--- config.mk ---
export PLATFORM = sky130hd
export DESIGN_NAME = sprite_blit
export DESIGN_NICKNAME = d
export VERILOG_FILES = /design/src/rtl/sprite_blit.sv
export SDC_FILE = /design/constraint.sdc
export NUM_CORES = 1
export LEC_CHECK = 0
export ABC_AREA = 0
export BUFFER_PORTS_ARGS = -buffer_cell sky130_fd_sc_hd__buf_4
export CORE_ASPECT_RATIO = 1.25
export CORE_MARGIN = 10
export CORE_UTILIZATION = 35
export DETAILED_ROUTE_END_ITERATION = 6
export GPL_TIMING_DRIVEN = 0
export PLACE_DENSITY = 0.63
export SYNTH_ARGS = -nofsm -noshare
export SYNTH_HDL_FRONTEND = slang
export SYNTH_SLANG_ARGS = --single-unit
export TNS_END_PERCENT = 30
--- constraint.sdc ---
create_clock -name i_clk -period 11.07 [get_ports i_clk]
set_input_delay 0 -clock i_clk [delete_from_list [all_inputs] [get_ports i_clk]]
set_output_delay 0 -clock i_clk [all_outputs]
set_load 0.02 [all_outputs]
--- src/rtl/sprite_blit.sv ---
// sprite_blit: pipelined tile blitter for the VGA framebuffer.
// Copies a TILE_W x TILE_H sprite from sprite ROM to grid cell
// (tile_x, tile_y), one pixel per clock, with opaque / keyed / fill /
// keyed+hflip modes. Clipped and keyed pixels still take their slot, so a
// blit always lasts N + MEM_LAT + 1 cycles after accept.
//
// Ports:
//   i_clk, i_rst        clock, synchronous active-high reset
//   i_en / o_rdy        start handshake (accepted when both high in IDLE)
//   i_tile_x, i_tile_y  grid cell, latched at accept
//   i_sprite_base       ROM address of sprite pixel (0,0), latched at accept
//   i_mode              00 opaque, 01 keyed, 10 fill, 11 keyed+hflip
//   i_fill_color        fill value, latched at accept
//   o_rd_addr/i_rd_data ROM read port, MEM_LAT cycles of read latency
//   o_wr_addr, o_wr_data, o_wren  framebuffer write port
//   o_done              one-cycle pulse at blit completion
module sprite_blit #(
  parameter int SCREEN_W = 640,
  parameter int SCREEN_H = 480,
  parameter int TILE_W   = 29,
  parameter int TILE_H   = 29,
  parameter int GRID_X0  = 102,
  parameter int GRID_Y0  = 22,
  parameter int MEM_LAT  = 2,
  parameter int ROM_AW   = 15,
  parameter int FB_AW    = 19,
  parameter int PIX_W    = 8,
  parameter logic [PIX_W-1:0] KEY = 8'hE3
) (
  input  logic              i_clk,
  input  logic              i_rst,
  input  logic              i_en,
  output logic              o_rdy,
  input  logic [4:0]        i_tile_x,
  input  logic [4:0]        i_tile_y,
  input  logic [ROM_AW-1:0] i_sprite_base,
  input  logic [1:0]        i_mode,
  input  logic [PIX_W-1:0]  i_fill_color,
  output logic [ROM_AW-1:0] o_rd_addr,
  input  logic [PIX_W-1:0]  i_rd_data,
  output logic [FB_AW-1:0]  o_wr_addr,
  output logic [PIX_W-1:0]  o_wr_data,
  output logic              o_wren,
  output logic              o_done
);

  // Coordinate width: must hold the far edge of the farthest grid cell.
  localparam int XMAX = 31 * TILE_W + GRID_X0 + TILE_W;
  localparam int YMAX = 31 * TILE_H + GRID_Y0 + TILE_H;
  localparam int CMAX = (XMAX > YMAX) ? XMAX : YMAX;
  localparam int CW   = $clog2(CMAX + 1);
  localparam int CCW  = $clog2(TILE_W + 1);
  localparam int RCW  = $clog2(TILE_H + 1);

  typedef enum logic [1:0] {S_IDLE, S_ISSUE, S_DRAIN, S_DONE} state_t;

  state_t                        r_state;
  logic [1:0]                    r_mode;
  logic [PIX_W-1:0]              r_fill;
  logic [CW-1:0]                 r_x0, r_x, r_y;
  logic [CCW-1:0]                r_col;
  logic [RCW-1:0]                r_row;
  logic [ROM_AW-1:0]             r_rd_addr;
  logic [2:0]                    r_cnt;
  // Stage 0 is the issue stage; stage MEM_LAT lines up with i_rd_data.
  logic [MEM_LAT:0]              r_vld_pipe;
  logic [MEM_LAT:0]              r_ins_pipe;
  logic [MEM_LAT:0][FB_AW-1:0]   r_fb_pipe;

  logic [CW-1:0]    w_x0, w_y0, w_nx, w_ny;
  logic [FB_AW-1:0] w_fb0;
  logic             w_col_last, w_row_last, w_hflip, w_key_hit;

  // Cell origin: constant multiplies, evaluated only at accept.
  assign w_x0  = CW'(GRID_X0) + CW'(i_tile_x) * CW'(TILE_W);
  assign w_y0  = CW'(GRID_Y0) + CW'(i_tile_y) * CW'(TILE_H);
  assign w_fb0 = FB_AW'(w_y0) * FB_AW'(SCREEN_W) + FB_AW'(w_x0);

  assign w_col_last = (r_col == CCW'(TILE_W - 1));
  assign w_row_last = (r_row == RCW'(TILE_H - 1));
  assign w_hflip    = (r_mode == 2'b11);

  // Screen coordinate of the pixel issued next cycle; its in-screen flag is
  // registered alongside it so clipping rides the same pipe as the address.
  always_comb begin
    w_nx = r_x;
    w_ny = r_y;
    if (r_state == S_IDLE) begin
      w_nx = w_x0;
      w_ny = w_y0;
    end else if (r_state == S_ISSUE) begin
      if (w_col_last) begin
        w_nx = r_x0;
        w_ny = r_y + CW'(1);
      end else begin
        w_nx = r_x + CW'(1);
      end
    end
  end

  assign w_key_hit = r_mode[0] && (i_rd_data == KEY);
  assign o_rd_addr = r_rd_addr;
  assign o_wren    = r_vld_pipe[MEM_LAT] && r_ins_pipe[MEM_LAT] && !w_key_hit;
  assign o_wr_addr = r_vld_pipe[MEM_LAT] ? r_fb_pipe[MEM_LAT] : '0;
  assign o_wr_data = !r_vld_pipe[MEM_LAT] ? '0 :
                     (r_mode == 2'b10)    ? r_fill : i_rd_data;

  always_ff @(posedge i_clk) begin
    if (i_rst) begin
      r_state    <= S_IDLE;
      o_rdy      <= 1'b1;
      o_done     <= 1'b0;
      r_mode     <= '0;
      r_fill     <= '0;
      r_x0       <= '0;
      r_x        <= '0;
      r_y        <= '0;
      r_col      <= '0;
      r_row      <= '0;
      r_rd_addr  <= '0;
      r_cnt      <= '0;
      r_vld_pipe <= '0;
      r_ins_pipe <= '0;
      r_fb_pipe  <= '0;
    end else begin
      r_vld_pipe[MEM_LAT:1] <= r_vld_pipe[MEM_LAT-1:0];
      r_ins_pipe[MEM_LAT:1] <= r_ins_pipe[MEM_LAT-1:0];
      r_fb_pipe[MEM_LAT:1]  <= r_fb_pipe[MEM_LAT-1:0];
      r_vld_pipe[0] <= 1'b0;
      r_ins_pipe[0] <= (w_nx < CW'(SCREEN_W)) && (w_ny < CW'(SCREEN_H));
      r_x           <= w_nx;
      r_y           <= w_ny;
      o_done        <= 1'b0;
      case (r_state)
        S_IDLE: if (i_en) begin
          r_mode        <= i_mode;
          r_fill        <= i_fill_color;
          r_x0          <= w_x0;
          r_col         <= '0;
          r_row         <= '0;
          r_fb_pipe[0]  <= w_fb0;
          // hflip walks each row right to left
          r_rd_addr     <= i_sprite_base +
                           ((i_mode == 2'b11) ? ROM_AW'(TILE_W - 1) : '0);
          r_vld_pipe[0] <= 1'b1;
          o_rdy         <= 1'b0;
          r_state       <= S_ISSUE;
        end
        S_ISSUE: begin
          if (w_col_last) begin
            r_col        <= '0;
            r_row        <= r_row + RCW'(1);
            r_fb_pipe[0] <= r_fb_pipe[0] + FB_AW'(SCREEN_W - TILE_W + 1);
            r_rd_addr    <= r_rd_addr +
                            (w_hflip ? ROM_AW'(2 * TILE_W - 1) : ROM_AW'(1));
          end else begin
            r_col        <= r_col + CCW'(1);
            r_fb_pipe[0] <= r_fb_pipe[0] + FB_AW'(1);
            r_rd_addr    <= w_hflip ? r_rd_addr - ROM_AW'(1)
                                    : r_rd_addr + ROM_AW'(1);
          end
          if (w_col_last && w_row_last) begin
            r_cnt   <= '0;
            r_state <= S_DRAIN;
          end else begin
            r_vld_pipe[0] <= 1'b1;
          end
        end
        S_DRAIN: begin
          if (r_cnt == 3'(MEM_LAT - 1)) begin
            o_done  <= 1'b1;
            o_rdy   <= 1'b1;
            r_state <= S_DONE;
          end else begin
            r_cnt <= r_cnt + 3'd1;
          end
        end
        default: r_state <= S_IDLE;  // S_DONE: rdy already high, no accept
      endcase
    end
  end

endmodule

# After elaboration in Yosys (flattened, before gate mapping)
# Index checks and enable logic that the tools add are counted.
[totals]
elab_cells = 105
in_bits = 46
register_bits = 138
[op_classes]
n_eq_ne = 14
n_lt_le_gt_ge = 2
muxes = 37
bitwise_logic = 1
multipliers = 3
n_reduce_logical = 17
add_sub_neg = 14
[op_table]
columns = ["op", "n"]
rows = [
  ["2-to-1 mux 11 bit", 6],
  ["2-to-1 mux 19 bit", 3],
  ["2-to-1 mux 15 bit", 3],
  ["one-hot mux 19 bit (2 select lines)", 1],
  ["one-hot mux 15 bit (2 select lines)", 1],
  ["adder 11 x 1 -> 11 bit, second input constant", 2],
  ["multiplier 5 x 5 -> 10 bit, second input constant", 2],
  ["2-to-1 mux 5 bit", 4],
  ["one-hot mux 5 bit (2 select lines)", 2],
  ["adder 19 x 1 -> 19 bit, second input constant", 1],
  ["adder 19 x 10 -> 19 bit, second input constant", 1],
  ["adder 19 x 11 -> 19 bit", 1],
  ["2-to-1 mux 8 bit", 2],
  ["adder 15 x 1 -> 15 bit, second input constant", 1],
  ["adder 15 x 5 -> 15 bit", 1],
  ["adder 15 x 6 -> 15 bit", 1],
  ["subtractor 15 x 1 -> 15 bit, second input constant", 1],
  ["multiplier 11 x 3 -> 12 bit, second input constant", 1],
  ["AND reduction 3 bit", 4],
  ["adder 5 x 10 -> 11 bit, first input constant", 1],
  ["adder 7 x 10 -> 11 bit, first input constant", 1],
  ["< comparator 11 x 10 -> 1 bit, second input constant", 1],
  ["< comparator 11 x 9 -> 1 bit, second input constant", 1],
  ["adder 5 x 1 -> 5 bit, second input constant", 2],
  ["other kinds (22)", 44],
]

# Logic depth before layout (Yosys ltp)
[logic_depth]
ltp_word = 6
depth_mapped = 23

# Worst setup path before layout
# Ideal clock, no wire load.
[synth_path]
path_type = "input port to flip-flop"
start = "in i_tile_x[0]"
end = "reg r_fb_pipe[17] (netlist bit)"
setup_slack_ns = 6.905
t_arrival_ns = 4.070
stages = 22
path_buffers = 0
path_cell_list = "fa_1 inv_1 fa_1 inv_1 ha_1 inv_1 fa_1 nor2b_1 o21ai_0 a21boi_0 o21a_1 nor2_1 xnor2_1 ha_1 nor2b_1 o21ai_0 a211o_1 inv_1 nand3_1 xnor2_1 nand2_1 a221oi_1"
[synth_via]
elab_chain_cells = 5
[synth_rtl]
columns = ["item", "line", "rtl"]
rows = [
  ["start, declared", "34", "input logic [4:0] i_tile_x,"],
  ["multiplier 5 x 5 -> 10 bit", "75", "assign w_x0 = CW'(GRID_X0) + CW'(i_tile_x) * CW'(TILE_W);"],
  ["adder 7 x 10 -> 11 bit", "75", ""],
  ["net w_x0[9]", "70", "logic [CW-1:0] w_x0, w_y0, w_nx, w_ny;"],
  ["adder 19 x 11 -> 19 bit", "77", "assign w_fb0 = FB_AW'(w_y0) * FB_AW'(SCREEN_W) + FB_AW'(w_x0);"],
  ["2-to-1 mux 19 bit", "135", "S_IDLE: if (i_en) begin"],
  ["one-hot mux 19 bit (2 select lines)", "134", "case (r_state)"],
  ["end signal, assigned by index", "128", "r_fb_pipe[MEM_LAT:1] <= r_fb_pipe[MEM_LAT-1:0];"],
  ["end, declared", "68", "logic [MEM_LAT:0][FB_AW-1:0] r_fb_pipe;"],
]
# The timed path passes the listed nets, and every way through them passes these cells. The select of a mux whose other input is x is not followed.
# A chain may end at the register's enable or synchronous reset.

# Worst setup path after layout
[layout_path]
start = "in i_tile_x[0]"
end = "reg r_fb_pipe[13] (netlist bit)"
# The elaborated chain is that of the path after synthesis.

==> run metrics <==
GRT Util Overall=0.163; layout cell share with drive strength beyond 1=0.115; Core Box Area=25800 µm²; Layout Skew=6.83 ps; startpoint types=input pin; Post-Syn Area per Cell=~8.2 µm²; non-filler instance count after layout=roughly 1600; post-DP HPWL=20.3 mm; commonest non-fill, non-tap cell in the layout=dfxtp_1; antenna cells=0; Num CTS Buffers=17; initial antenna violation count=0; syn_nets=1271; Vias=8340; DRT Pass-1 Iters=6; pwr dens=248 nW/µm²; Overflow after GRT=0; share of flip-flops with an asynchronous set or reset=0; Place WS=6010 ps; DR vias/cell=5.24; MaxCap Viol Count=0; vias in the first global route=8339; worst-case hold path end point=o_rd_addr[7]; Detailed Route Iter0 Violations=573; FILL cells=2615; hold_buf cts=19; register clock-pin slew on the reported worst setup and hold paths=around 60 ps; H-tree Lvls=4; worst reg2reg setup slack=7140 ps; Die H=approximately 200 µm; metal3 WL=1.43 mm; Synth Area in XOR/XNOR=0.0614; Final Cycle Share=0.475; most frequent cells in the layout=dfxtp_1, nor2_1, nand2_1; Worst Setup End Kind=register; # DRC=0; Area growth syn-to-layout=21.0%; Slowest Stage Delay on Critical Path=640 ps; Syn Inst Count=1111; largest family of logic cells by synthesized area=simple AND/OR/NAND/NOR gates; Register-to-Register Path Depth=14; Synth Area in Adders=0.170; register area share after synthesis=0.303; mux contribution to synthesized area=0.0155; number of warnings issued by yosys=0; Static Leak=4.70 nW; clk root buf=clkbuf_16; Slew HR=0.390; FMAX=around 190 MHz; nets@finish=~1400; R2R Path Start=r_col[0]; synthesized cell area=between 9000 and 10000 µm²; first-pass GRT wire length=43.3 mm; port buffer count=89; Post-Synth Simple-Gate Area=0.215; post-route setup TNS=0 ps; WS Path Type=input pin to register; Final Critical Period=5260 ps; Crit Path Max Fanout=7; share of the synthesized area in the top cell type=0.303; Max Slew Vio Count=0; maximum clock insertion buffer count=2; CP Cell Sequence=dlygate4sd3_1 -> buf_4 -> fa_1 -> inv_1 -> fa_1 -> inv_1 -> ha_1 -> inv_1 -> fa_1 -> nor2b_1 -> o21ai_0 -> a21boi_0 -> o21a_1 -> nor2_1 -> xnor2_1 -> ha_1 -> nor2b_1 -> o21ai_0 -> a211o_1 -> xnor2_1 -> nand2_1 -> o21ai_0 -> a21oi_1 -> a311oi_1; post-CTS setup buffer count=0; peak supply drop=105 µV; WL final=26.6 mm; gpl congestion=roughly 0.93; Die Footprint=32900 µm²; antenna viol nets, final=0; dominant synthesized flop cell=dfxtp_1; outcome=finished, final reports clean; Fin Hold WS=just under 10 ps; Synth area leaders=dfxtp_1, ha_1, a21oi_1, nor2_1, nand2_1; Die Span X=~160 µm; Met1 Routed Length=11.0 mm; Hold Startpoint=i_sprite_base[7]; Hold Path Class=input pin to register; Worst Path Buf+Inv=5; Min-Delay Path Depth=4; CTS Sinks=between 100 and 150; Top Metal Used=met4; metal2 WL=13.2 mm; Worst Path Arrival=5590 ps; min setup slack post-route=5810 ps; pin count of the biggest net entering global routing=17; synth unique cells=65; Power Total=2.74 mW; worst path required time=11400 ps; flops & latches, synth=138; Placed Cells=between 1500 and 2000; EDFF count, synth=0; CTS tree=done; # setup viols final=0; Worst-Skew Late Latency=430 ps; I/O pin total=91; Worst Tran Pin Value=915 ps; slowest CP cell=fa_1; Routed wire per std cell=16.7 µm; effective utilization at floorplan=0.353; compound-gate portion of the synthesized area=0.185; Crit path max-delay family=adder cells; # resized after CTS=0; Synth area leader=dfxtp_1; Row Count=between 60 and 70; final hold vios=0; RR Endpoint=o_rd_addr[14]; RSZ-0062 raised after global routing=no
==> registers in the layout, indices dropped and copies added (netlist names) <==
register and flops:
r_cnt 3, o_rd_addr 15, r_row 5, o_rdy 1, r_fill 8, r_ins_pipe 3, r_state 2, r_vld_pipe 3
r_y 11, r_col 5, o_done 1, r_x 11, r_x0 11, r_mode 2, r_fb_pipe 57
==> area by class of cell <==
class,count,area (µm²),area share
inverters,63,236,0.0214
flip-flops and latches,138,2760,0.251
repair buffers,108,858,0.0778
clock inverters,15,204,0.0185
clock buffers,17,425,0.0386
well taps,340,425,0.0386
multi-input cells,855,5890,0.534
plain buffers,55,223,0.0202
==> cell usage after synthesis, drive strengths merged (3+ instances only) <==
master,number
nor3,24
clkbuf,37
dfxtp,138
a21oi,90
xnor2,36
nand3,29
a22oi,9
a221oi,4
o221ai,3
buf,18
fa,16
o22ai,7
nand2,100
o31a,3
nand4,15
and2,28
and3,5
and4,6
o211ai,9
nor2b,59
or3,5
a31oi,4
xor2,27
a21o,16
mux2i,13
or2,4
o21ai,50
nor2,108
inv,62
a211oi,33
ha,98
o31ai,6
nand2b,9
o21bai,5
a311oi,4
o21a,9
==> worst reg2reg max path, stage by stage (launching register included) <==
cell,delay (ps)
dfxtp_1,360
inv_1,80
ha_1,220
nand4_1,250
buf_2,310
nand2_1,180
inv_1,350
ha_1,350
nor2b_1,180
o2111ai_1,260
a21oi_1,150
o31ai_1,540
o21ai_0,210
xnor2_1,160
a311oi_1,260
==> through the flow <==
step / cell area, µm² / utilization
2_1_floorplan: 9110 / -
3_3_place_gp: 10200 / 0.395
3_5_place_dp: 10200 / 0.395
4_1_cts: 11000 / 0.427
5_1_grt: 11000 / 0.427
6_report: 11000 / 0.427
==> kinds of logic after synthesis <==
logic type	after synthesis
simple gates	398
compound gates	266
flops	138
buf+inv	118
fa+ha+maj	114
xor+xnor	63
mux	14
==> worst max-delay path by stage <==
stage                startpoint             to  slack, ps  cells after the start
floorplan           i_tile_x[0]  r_fb_pipe[17]       6900                     22
global placement    i_tile_x[0]  r_fb_pipe[13]       6050                     23
detailed placement  i_tile_x[0]  r_fb_pipe[13]       6010                     23
CTS                 i_tile_x[0]  r_fb_pipe[13]       5860                     24
global route        i_tile_x[0]  r_fb_pipe[13]       5350                     24
finish              i_tile_x[0]  r_fb_pipe[13]       5810                     24
==> metal layers <==
metal	vias up	GRT usage
met4	0	0.0780
met3	61	0.0293
li1	4121	-
met1	3899	0.192
met5	-	0
met2	259	0.276
==> power by group <==
| part | internal, mW | leakage [nW] | switching [mW] |
|---|---|---|---|
| registers | 0.623 | 1.13 | 0.110 |
| logic | 0.546 | 3.26 | 0.854 |
| clock network | 0.347 | 0.310 | 0.260 |
No activity file was read; power rests on OpenSTA's default activity.
